### src/rtl/uart_pkg.sv
// rtl/uart_pkg.sv - shared types, constants and helpers for the UART receive path
package uart_pkg;

    typedef enum logic [1:0] {
        PAR_NONE = 2'd0,
        PAR_ODD  = 2'd1,
        PAR_EVEN = 2'd2
    } parity_e;

    typedef enum logic [2:0] {
        S_IDLE   = 3'd0,
        S_START  = 3'd1,
        S_DATA   = 3'd2,
        S_PARITY = 3'd3,
        S_STOP   = 3'd4,
        S_PUSH   = 3'd5
    } rx_state_e;

    // Error flags stored alongside each data word: {parity_err, frame_err}
    localparam int FIFO_FLAG_BITS = 2;

    // Clocks per oversample tick, truncated
    function automatic int calc_div(input int clk_freq, input int baud, input int oversample);
        return clk_freq / (baud * oversample);
    endfunction

    // FIFO entry width for a given data width (data plus both error flags)
    function automatic int entry_width(input int data_bits);
        return data_bits + FIFO_FLAG_BITS;
    endfunction

endpackage

### src/rtl/uart_rx_fifo.sv
// rtl/uart_rx_fifo.sv - synchronous show-ahead FIFO with count and full/empty flags
module uart_rx_fifo #(
    parameter int WIDTH = 10,
    parameter int DEPTH = 16
) (
    input  logic                     clk_i,
    input  logic                     rst_ni,
    input  logic                     push_i,
    input  logic [WIDTH-1:0]         push_data_i,
    input  logic                     pop_i,
    output logic [WIDTH-1:0]         pop_data_o,
    output logic [$clog2(DEPTH):0]   count_o,
    output logic                     full_o,
    output logic                     empty_o
);

    localparam int AW = $clog2(DEPTH);

    logic [WIDTH-1:0] mem_q [DEPTH];
    logic [AW-1:0]    wr_ptr_q;
    logic [AW-1:0]    rd_ptr_q;
    logic [AW:0]      count_q;
    logic             do_push;
    logic             do_pop;

    assign empty_o = (count_q == '0);
    assign full_o  = (count_q == (AW+1)'(DEPTH));
    // A pop frees a slot on the same edge, so a push into a full FIFO is still taken
    assign do_pop  = pop_i && !empty_o;
    assign do_push = push_i && (!full_o || do_pop);

    // Storage array; contents need no reset because empty_o masks the head
    always_ff @(posedge clk_i) begin
        if (do_push) begin
            mem_q[wr_ptr_q] <= push_data_i;
        end
    end

    // Pointers wrap naturally at the power-of-two depth; count tracks push/pop together
    always_ff @(posedge clk_i) begin
        if (!rst_ni) begin
            wr_ptr_q <= '0;
            rd_ptr_q <= '0;
            count_q  <= '0;
        end else begin
            if (do_push) begin
                wr_ptr_q <= wr_ptr_q + 1'b1;
            end
            if (do_pop) begin
                rd_ptr_q <= rd_ptr_q + 1'b1;
            end
            case ({do_push, do_pop})
                2'b10:   count_q <= count_q + 1'b1;
                2'b01:   count_q <= count_q - 1'b1;
                default: count_q <= count_q;
            endcase
        end
    end

    assign pop_data_o = empty_o ? '0 : mem_q[rd_ptr_q];
    assign count_o    = count_q;

endmodule

### src/rtl/uart_rx_param.sv
// rtl/uart_rx_param.sv - oversampling UART receiver with error-flagged FIFO; UART_RX_TIMEOUT_EN adds idle_timeout
module uart_rx_param
    import uart_pkg::*;
#(
    parameter int CLK_FREQ   = 50_000_000,
    parameter int BAUDRATE   = 115200,
    parameter int OVERSAMPLE = 16,
    parameter int DATA_BITS  = 8,
    parameter int PARITY     = 0,
    parameter int STOP_BITS  = 1,
    parameter int FIFO_DEPTH = 16
`ifdef UART_RX_TIMEOUT_EN
    ,
    parameter int TIMEOUT_BITS = 4
`endif
) (
    input  logic                          clk,
    input  logic                          rst,
    input  logic                          rx,
    output logic [DATA_BITS-1:0]          m_data,
    output logic                          m_frame_err,
    output logic                          m_parity_err,
    output logic                          m_valid,
    input  logic                          m_ready,
    output logic [$clog2(FIFO_DEPTH):0]   fifo_count,
    output logic                          overrun,
    output logic                          break_det,
    input  logic                          clr_err
`ifdef UART_RX_TIMEOUT_EN
    ,
    output logic                          idle_timeout
`endif
);

    localparam int      DIV      = calc_div(CLK_FREQ, BAUDRATE, OVERSAMPLE);
    localparam int      EW       = entry_width(DATA_BITS);
    localparam int      DIV_W    = $clog2(DIV + 1);
    localparam int      SAMP_W   = $clog2(OVERSAMPLE);
    localparam int      BIT_W    = $clog2(DATA_BITS + 1);
    localparam parity_e PAR_MODE = parity_e'(PARITY[1:0]);

    logic                 sync1_q, sync2_q, prev_q;
    logic                 fall;
    logic [DIV_W-1:0]     div_cnt_q;
    logic                 tick;
    rx_state_e            state_q;
    logic [SAMP_W-1:0]    samp_q;
    logic                 v0_q, v1_q;
    logic                 maj;
    logic                 samp_lo, samp_mid, decide, win_end;
    logic [BIT_W-1:0]     bit_cnt_q;
    logic                 stop_cnt_q;
    logic [DATA_BITS-1:0] data_q;
    logic                 par_bit_q;
    logic                 perr_q;
    logic                 ferr_q;
    logic                 push_q;
    logic                 brk_q;
    logic                 stop_ferr;
    logic                 brk_cond;
    logic                 pop;
    logic                 fifo_full;
    logic                 fifo_empty;
    logic [EW-1:0]        head;
    logic                 overrun_q;

    // Two-flop synchroniser plus previous-value register for falling-edge detection
    always_ff @(posedge clk) begin
        if (!rst) begin
            sync1_q <= 1'b1;
            sync2_q <= 1'b1;
            prev_q  <= 1'b1;
        end else begin
            sync1_q <= rx;
            sync2_q <= sync1_q;
            prev_q  <= sync2_q;
        end
    end

    assign fall = prev_q && !sync2_q;

    // Oversample tick divider, held at zero while idle so every frame starts phase-aligned
    always_ff @(posedge clk) begin
        if (!rst || state_q == S_IDLE) begin
            div_cnt_q <= '0;
        end else if (div_cnt_q == DIV_W'(DIV - 1)) begin
            div_cnt_q <= '0;
        end else begin
            div_cnt_q <= div_cnt_q + 1'b1;
        end
    end

    assign tick     = (state_q != S_IDLE) && (div_cnt_q == DIV_W'(DIV - 1));
    // samp_q counts ticks already seen in the window, so the Nth tick has samp_q == N-1
    assign samp_lo  = tick && (samp_q == SAMP_W'(OVERSAMPLE/2 - 2));
    assign samp_mid = tick && (samp_q == SAMP_W'(OVERSAMPLE/2 - 1));
    assign decide   = tick && (samp_q == SAMP_W'(OVERSAMPLE/2));
    assign win_end  = tick && (samp_q == SAMP_W'(OVERSAMPLE - 1));
    assign maj      = (v0_q & v1_q) | (v0_q & sync2_q) | (v1_q & sync2_q);

    assign stop_ferr = ferr_q | ~maj;
    assign brk_cond  = (data_q == '0) && stop_ferr && (PAR_MODE == PAR_NONE || !par_bit_q);

    // Frame FSM: window timing, majority sampling, shift register and registered push/break strobes
    always_ff @(posedge clk) begin
        if (!rst) begin
            state_q    <= S_IDLE;
            samp_q     <= '0;
            v0_q       <= 1'b1;
            v1_q       <= 1'b1;
            bit_cnt_q  <= '0;
            stop_cnt_q <= 1'b0;
            data_q     <= '0;
            par_bit_q  <= 1'b0;
            perr_q     <= 1'b0;
            ferr_q     <= 1'b0;
            push_q     <= 1'b0;
            brk_q      <= 1'b0;
        end else begin
            push_q <= 1'b0;
            brk_q  <= 1'b0;
            if (tick) begin
                samp_q <= win_end ? '0 : samp_q + 1'b1;
                if (samp_lo) begin
                    v0_q <= sync2_q;
                end
                if (samp_mid) begin
                    v1_q <= sync2_q;
                end
            end
            case (state_q)
                S_IDLE: begin
                    samp_q <= '0;
                    if (fall) begin
                        state_q    <= S_START;
                        bit_cnt_q  <= '0;
                        stop_cnt_q <= 1'b0;
                        par_bit_q  <= 1'b0;
                        perr_q     <= 1'b0;
                        ferr_q     <= 1'b0;
                    end
                end
                S_START: begin
                    if (decide && maj) begin
                        state_q <= S_IDLE;
                    end else if (win_end) begin
                        state_q <= S_DATA;
                    end
                end
                S_DATA: begin
                    if (decide) begin
                        data_q <= {maj, data_q[DATA_BITS-1:1]};
                    end
                    if (win_end) begin
                        if (bit_cnt_q == BIT_W'(DATA_BITS - 1)) begin
                            state_q <= (PAR_MODE == PAR_NONE) ? S_STOP : S_PARITY;
                        end else begin
                            bit_cnt_q <= bit_cnt_q + 1'b1;
                        end
                    end
                end
                S_PARITY: begin
                    if (decide) begin
                        par_bit_q <= maj;
                        perr_q    <= (PAR_MODE == PAR_ODD) ? ~(^data_q ^ maj) : (^data_q ^ maj);
                    end
                    if (win_end) begin
                        state_q <= S_STOP;
                    end
                end
                S_STOP: begin
                    if (decide) begin
                        ferr_q <= stop_ferr;
                        // Leave at the last stop centre so the next start edge is never missed
                        if (stop_cnt_q == 1'(STOP_BITS - 1)) begin
                            state_q <= S_PUSH;
                            push_q  <= ~brk_cond;
                            brk_q   <= brk_cond;
                        end
                    end
                    if (win_end) begin
                        stop_cnt_q <= 1'b1;
                    end
                end
                S_PUSH: begin
                    state_q <= S_IDLE;
                end
                default: begin
                    state_q <= S_IDLE;
                end
            endcase
        end
    end

    assign pop = m_valid && m_ready;

    uart_rx_fifo #(
        .WIDTH (EW),
        .DEPTH (FIFO_DEPTH)
    ) u_fifo (
        .clk_i       (clk),
        .rst_ni      (rst),
        .push_i      (push_q),
        .push_data_i ({perr_q, ferr_q, data_q}),
        .pop_i       (pop),
        .pop_data_o  (head),
        .count_o     (fifo_count),
        .full_o      (fifo_full),
        .empty_o     (fifo_empty)
    );

    // Sticky overrun; a drop in the same cycle as clr_err keeps it set
    always_ff @(posedge clk) begin
        if (!rst) begin
            overrun_q <= 1'b0;
        end else if (push_q && fifo_full && !pop) begin
            overrun_q <= 1'b1;
        end else if (clr_err) begin
            overrun_q <= 1'b0;
        end
    end

    assign m_valid      = !fifo_empty;
    assign m_data       = head[DATA_BITS-1:0];
    assign m_frame_err  = head[DATA_BITS];
    assign m_parity_err = head[DATA_BITS+1];
    assign overrun      = overrun_q;
    assign break_det    = brk_q;

`ifdef UART_RX_TIMEOUT_EN
    localparam int TO_LIMIT = TIMEOUT_BITS * OVERSAMPLE * DIV;
    localparam int TO_W     = $clog2(TO_LIMIT + 1);

    logic [TO_W-1:0] to_cnt_q;
    logic            to_armed_q;
    logic            idle_to_q;

    // End-of-message detector: armed by a push, counts idle clocks, fires once
    always_ff @(posedge clk) begin
        if (!rst) begin
            to_cnt_q   <= '0;
            to_armed_q <= 1'b0;
            idle_to_q  <= 1'b0;
        end else begin
            idle_to_q <= 1'b0;
            if (push_q) begin
                to_armed_q <= 1'b1;
                to_cnt_q   <= '0;
            end else if (fall || state_q != S_IDLE) begin
                to_cnt_q <= '0;
            end else if (to_armed_q) begin
                if (to_cnt_q == TO_W'(TO_LIMIT - 1)) begin
                    idle_to_q  <= 1'b1;
                    to_armed_q <= 1'b0;
                    to_cnt_q   <= '0;
                end else begin
                    to_cnt_q <= to_cnt_q + 1'b1;
                end
            end
        end
    end

    assign idle_timeout = idle_to_q;
`endif

endmodule

### config.mk
export PLATFORM = sky130hd
export DESIGN_NAME = uart_rx_param
export DESIGN_NICKNAME = d
export VERILOG_FILES = /design/src/rtl/uart_pkg.sv /design/src/rtl/uart_rx_fifo.sv /design/src/rtl/uart_rx_param.sv
export SDC_FILE = /design/constraint.sdc
export NUM_CORES = 1
export LEC_CHECK = 0
export CORE_MARGIN = 5
export CORE_UTILIZATION = 45
export CTS_BUF_LIST = sky130_fd_sc_hd__clkbuf_16
export CTS_CLUSTER_DIAMETER = 150
export DETAILED_ROUTE_END_ITERATION = 12
export SLEW_MARGIN = 30
export SYNTH_ARGS = -nofsm -noshare
export SYNTH_HDL_FRONTEND = slang
export SYNTH_SLANG_ARGS = --single-unit
### constraint.sdc
create_clock -name clk -period 4.98 [get_ports clk]
set_input_delay 0.747 -clock clk [delete_from_list [all_inputs] [get_ports clk]]
set_output_delay 0.747 -clock clk [all_outputs]
set_load 0.1 [all_outputs]
==> metrics.txt <==
# TYPE chip_impl_metric gauge
chip_impl_metric{name="area.growth.synth_to_final",unit="%"} 12.8
chip_impl_info{name="leading_cell_type_in_the_layout_fill_and_taps_excluded",value="sky130_fd_sc_hd__edfxtp_1"} 1
chip_impl_metric{name="yosysWarningCount",unit=""} 0
chip_impl_metric{name="critical_path_arrival",unit="ns"} 3.19
chip_impl_metric{name="floorplan.die.width",unit="um"} 150
chip_impl_info{name="criticalPathCategory",value="flop to output pin"} 1
chip_impl_metric{name="initial_utilization",unit=""} 0.454
chip_impl_metric{name="cts_resized",unit=""} 0
chip_impl_metric{name="globalRoute.totalOverflow",unit=""} 0
chip_impl_metric{name="netlist_instances",unit=""} 555
chip_impl_metric{name="synth-edff-count",unit=""} 160
chip_impl_metric{name="synth_async_sr_flop_share",unit=""} 0
chip_impl_metric{name="tightestPinTransition",unit="ns"} 0.986
chip_impl_metric{name="insertion_delay",unit="ns"} 0.50
chip_impl_metric{name="min_period",unit="ns"} 3.94
chip_impl_metric{name="place.gp.congestion",unit=""} 0.857
chip_impl_info{name="layout.cells.most_common_list",value="sky130_fd_sc_hd__edfxtp_1, sky130_fd_sc_hd__dfxtp_1, sky130_fd_sc_hd__mux4_2, sky130_fd_sc_hd__mux2i_1, sky130_fd_sc_hd__nor2_1"} 1
chip_impl_metric{name="drt_drc_violations_left",unit=""} 0
chip_impl_metric{name="portBuffers",unit=""} 22
chip_impl_metric{name="postSynthNetCount",unit=""} 576
chip_impl_metric{name="slew_violations",unit=""} 0
chip_impl_metric{name="setup-tns-final",unit="ns"} 0
chip_impl_info{name="rsz0062_at_grt",value="no"} 1
chip_impl_metric{name="drive_above_1_share",unit=""} 0.155
chip_impl_metric{name="fp.dieArea",unit="sq um"} 22400
chip_impl_metric{name="first_iter_violations",unit=""} 264
chip_impl_metric{name="fp-row-count",unit=""} 51
chip_impl_metric{name="grtUsageTotal",unit=""} 0.161
chip_impl_metric{name="non_filler_instance_count_after_layout",unit=""} 858
chip_impl_info{name="worst_setup_path_end_kind",value="output pin"} 1
chip_impl_info{name="min_path_type",value="flop to flop"} 1
chip_impl_metric{name="io-pin-count",unit=""} 23
chip_impl_metric{name="endpoint_required_time_on_the_critical_path",unit="ns"} 4.23
chip_impl_metric{name="diodes",unit=""} 0
chip_impl_metric{name="pwr_density_cell",unit="nW/um^2"} 459
chip_impl_metric{name="clock_tree.buffer_depth",unit=""} 3
chip_impl_metric{name="routed_wl",unit="mm"} 17.4
chip_impl_metric{name="htree_levels",unit=""} 1
chip_impl_metric{name="viasPerCell",unit=""} 5.55
chip_impl_metric{name="max_capacitance_violation_count",unit=""} 0
chip_impl_metric{name="critical_path_peak_fanout",unit=""} 10
chip_impl_metric{name="first_pass_grt_wire_length",unit="mm"} 28.0
chip_impl_metric{name="die_h",unit="um"} 150
chip_impl_info{name="tritoncts_clock_tree",value="yes"} 1
chip_impl_metric{name="cts-buffers-inserted",unit=""} 22
chip_impl_info{name="status",value="complete, no violations"} 1
chip_impl_metric{name="number_of_register_bits_inferred_by_synthesis",unit=""} 212
chip_impl_metric{name="cts.clk_slew.worst_paths",unit="ns"} 0.06
chip_impl_metric{name="postSynthAreaPerCell",unit="sq um"} 15.8
chip_impl_info{name="worstSetupStartpointType",value="flop"} 1
chip_impl_metric{name="grt_pass1_vias",unit=""} 4843
chip_impl_metric{name="layout.nets",unit=""} 599
chip_impl_metric{name="timing.max_slew.rel_slack",unit=""} 0.340
chip_impl_metric{name="fillerInstances",unit=""} 1595
chip_impl_metric{name="largest_net_degree_at_the_start_of_global_routing",unit=""} 41
chip_impl_metric{name="final.setup_skew",unit="ns"} 0.0113
chip_impl_metric{name="dp_hpwl",unit="mm"} 10.9
chip_impl_metric{name="leakage_power",unit="uW"} 0.00323
chip_impl_metric{name="tritoncts_num_sinks",unit=""} 212
chip_impl_info{name="synth_area_leader",value="sky130_fd_sc_hd__edfxtp_1"} 1
chip_impl_metric{name="summed_instance_area_of_the_synthesized_netlist",unit="sq um"} 8780
chip_impl_metric{name="clock.fmax",unit="MHz"} 254
chip_impl_info{name="synth_ff_type",value="sky130_fd_sc_hd__edfxtp_1"} 1
chip_impl_metric{name="multiInputGateArea",unit="sq um"} 2730
chip_impl_metric{name="synth.yosys.seq_area_share",unit=""} 0.666
chip_impl_metric{name="wl_per_cell",unit="um"} 20.3
chip_impl_metric{name="register_area",unit="sq um"} 5850
chip_impl_metric{name="netlist-cell-type-count",unit=""} 61
chip_impl_metric{name="post_cts_buffers",unit=""} 0
chip_impl_metric{name="place.detailed.instances",unit=""} 819
chip_impl_metric{name="worst_ir_drop_vdd",unit="uV"} 370
chip_impl_metric{name="core",unit="sq um"} 19300
chip_impl_metric{name="vias_after_detailed_routing",unit=""} 4763
chip_impl_info{name="clock_tree_root_driver_cell",value="sky130_fd_sc_hd__clkbuf_16"} 1
chip_impl_metric{name="dr.pass1.iters",unit=""} 4
chip_impl_metric{name="hold_buf_count_cts",unit=""} 0
chip_impl_metric{name="antenna_violations_before_repair",unit=""} 0
chip_impl_metric{name="timing.final.setup_violations",unit=""} 0
chip_impl_metric{name="period_share",unit=""} 0.791
chip_impl_metric{name="antenna_violating_nets_post_route",unit=""} 0
chip_impl_metric{name="synthDominantCellAreaShare",unit=""} 0.547
chip_impl_info{name="ys_top_cells_by_area",value="sky130_fd_sc_hd__edfxtp_1, sky130_fd_sc_hd__dfxtp_1, sky130_fd_sc_hd__mux4_2"} 1
chip_impl_metric{name="hold_viol_final",unit=""} 0
-- critical path: stages, from the launching register on --
cell                              delay [ns]
sky130_fd_sc_hd__dfxtp_1                0.40
sky130_fd_sc_hd__nor4_2                 0.53
sky130_fd_sc_hd__nand2_1                0.25
sky130_fd_sc_hd__nand2b_1               0.32
sky130_fd_sc_hd__o22ai_1                0.19
sky130_fd_sc_hd__clkdlybuf4s50_1        1.00
-- layout make-up --
cell class,instances,area share
sequential,212,0.590
multi-input combinational,296,0.275
clock buffer,23,0.0581
tap,265,0.0335
timing repair buffer,26,0.0253
clock inverter,16,0.00985
inverter,20,0.00758
-- state kept, by name, indices dropped and copies added, names as in the netlist, 3 cells and up, named ones only --
register,count
bit_cnt_q,4
data_q,8
div_cnt_q,5
samp_q,4
state_q,3
u_fifo.count_o,5
u_fifo.mem_q,160
u_fifo.rd_ptr_q,4
u_fifo.wr_ptr_q,4
-- Yosys cell counts (4+ instances only) --
cell                       count
sky130_fd_sc_hd__edfxtp_1    160
sky130_fd_sc_hd__dfxtp_1      52
sky130_fd_sc_hd__mux4_2       40
sky130_fd_sc_hd__mux2i_1      34
sky130_fd_sc_hd__nor2_1       34
sky130_fd_sc_hd__inv_1        20
sky130_fd_sc_hd__ha_1         16
sky130_fd_sc_hd__clkbuf_1     15
sky130_fd_sc_hd__a21oi_1      14
sky130_fd_sc_hd__nand2_1      14
sky130_fd_sc_hd__nand3_1      12
sky130_fd_sc_hd__o22ai_1      10
sky130_fd_sc_hd__and3_1        9
sky130_fd_sc_hd__buf_2         9
sky130_fd_sc_hd__nor3_1        8
sky130_fd_sc_hd__nand2b_1      7
sky130_fd_sc_hd__xor2_1        7
sky130_fd_sc_hd__a31oi_1       6
sky130_fd_sc_hd__nand4_1       6
sky130_fd_sc_hd__xnor2_1       6
sky130_fd_sc_hd__o21ai_0       5
sky130_fd_sc_hd__and2_1        4
sky130_fd_sc_hd__and4_1        4
sky130_fd_sc_hd__nor2b_1       4
sky130_fd_sc_hd__o211ai_1      4
sky130_fd_sc_hd__or3_1         4
-- path summary, 6_finish.rpt --
path | startpoint | to | slack [ns] | cells after the start
worst max-delay path | u_fifo.count_o[1] | m_parity_err | 1.04 | 5
worst min-delay path | sync1_q | sync2_q | 0.41 | 1
worst max register to register | u_fifo.count_o[1] | u_fifo.count_o[4] | 2.60 | 8
worst min register to register | sync1_q | sync2_q | 0.41 | 1
-- stage by stage --
step / setup WS [ns] / utilization / instance area (sq um) / power [uW] / hold WS (ns)
6_report: 1.04 / 0.512 / 9910 / 4540 / 0.405
3_3_place_gp: 1.60 / 0.478 / 9240 / 3080 / 0.394
5_1_grt: 0.769 / 0.512 / 9910 / 4740 / 0.428
3_5_place_dp: 1.58 / 0.478 / 9240 / 3090 / 0.392
4_1_cts: 1.02 / 0.513 / 9910 / 4600 / 0.405
2_1_floorplan: 0.208 / - / 8780 / 2870 / 0.386
-- report_power, final --
part	internal, uW	total (uW)	switching (uW)
Combinational	363	1100	739
Sequential	1900	1930	35.2
Clock	882	1510	629
-- logic make-up after synthesis --
logic type               share of synthesized area
buffers and inverters                       0.0235
AND/OR/NAND/NOR                             0.0832
AO/OA/AOI/OAI                               0.0480
XOR/XNOR                                    0.0130
multiplexers                                 0.143
flip-flops                                   0.666
adder cells (fa/ha/maj)                     0.0239
-- routing by layer --
metal  vias to the layer above  track usage  wire [um]
met5                         -            0          0
met4                         0       0.0398        266
met3                        19       0.0285        781
met2                       101        0.264       8490
met1                      2423        0.226       7870
li1                       2220            -          -
No activity file was read; power rests on OpenSTA's default activity.
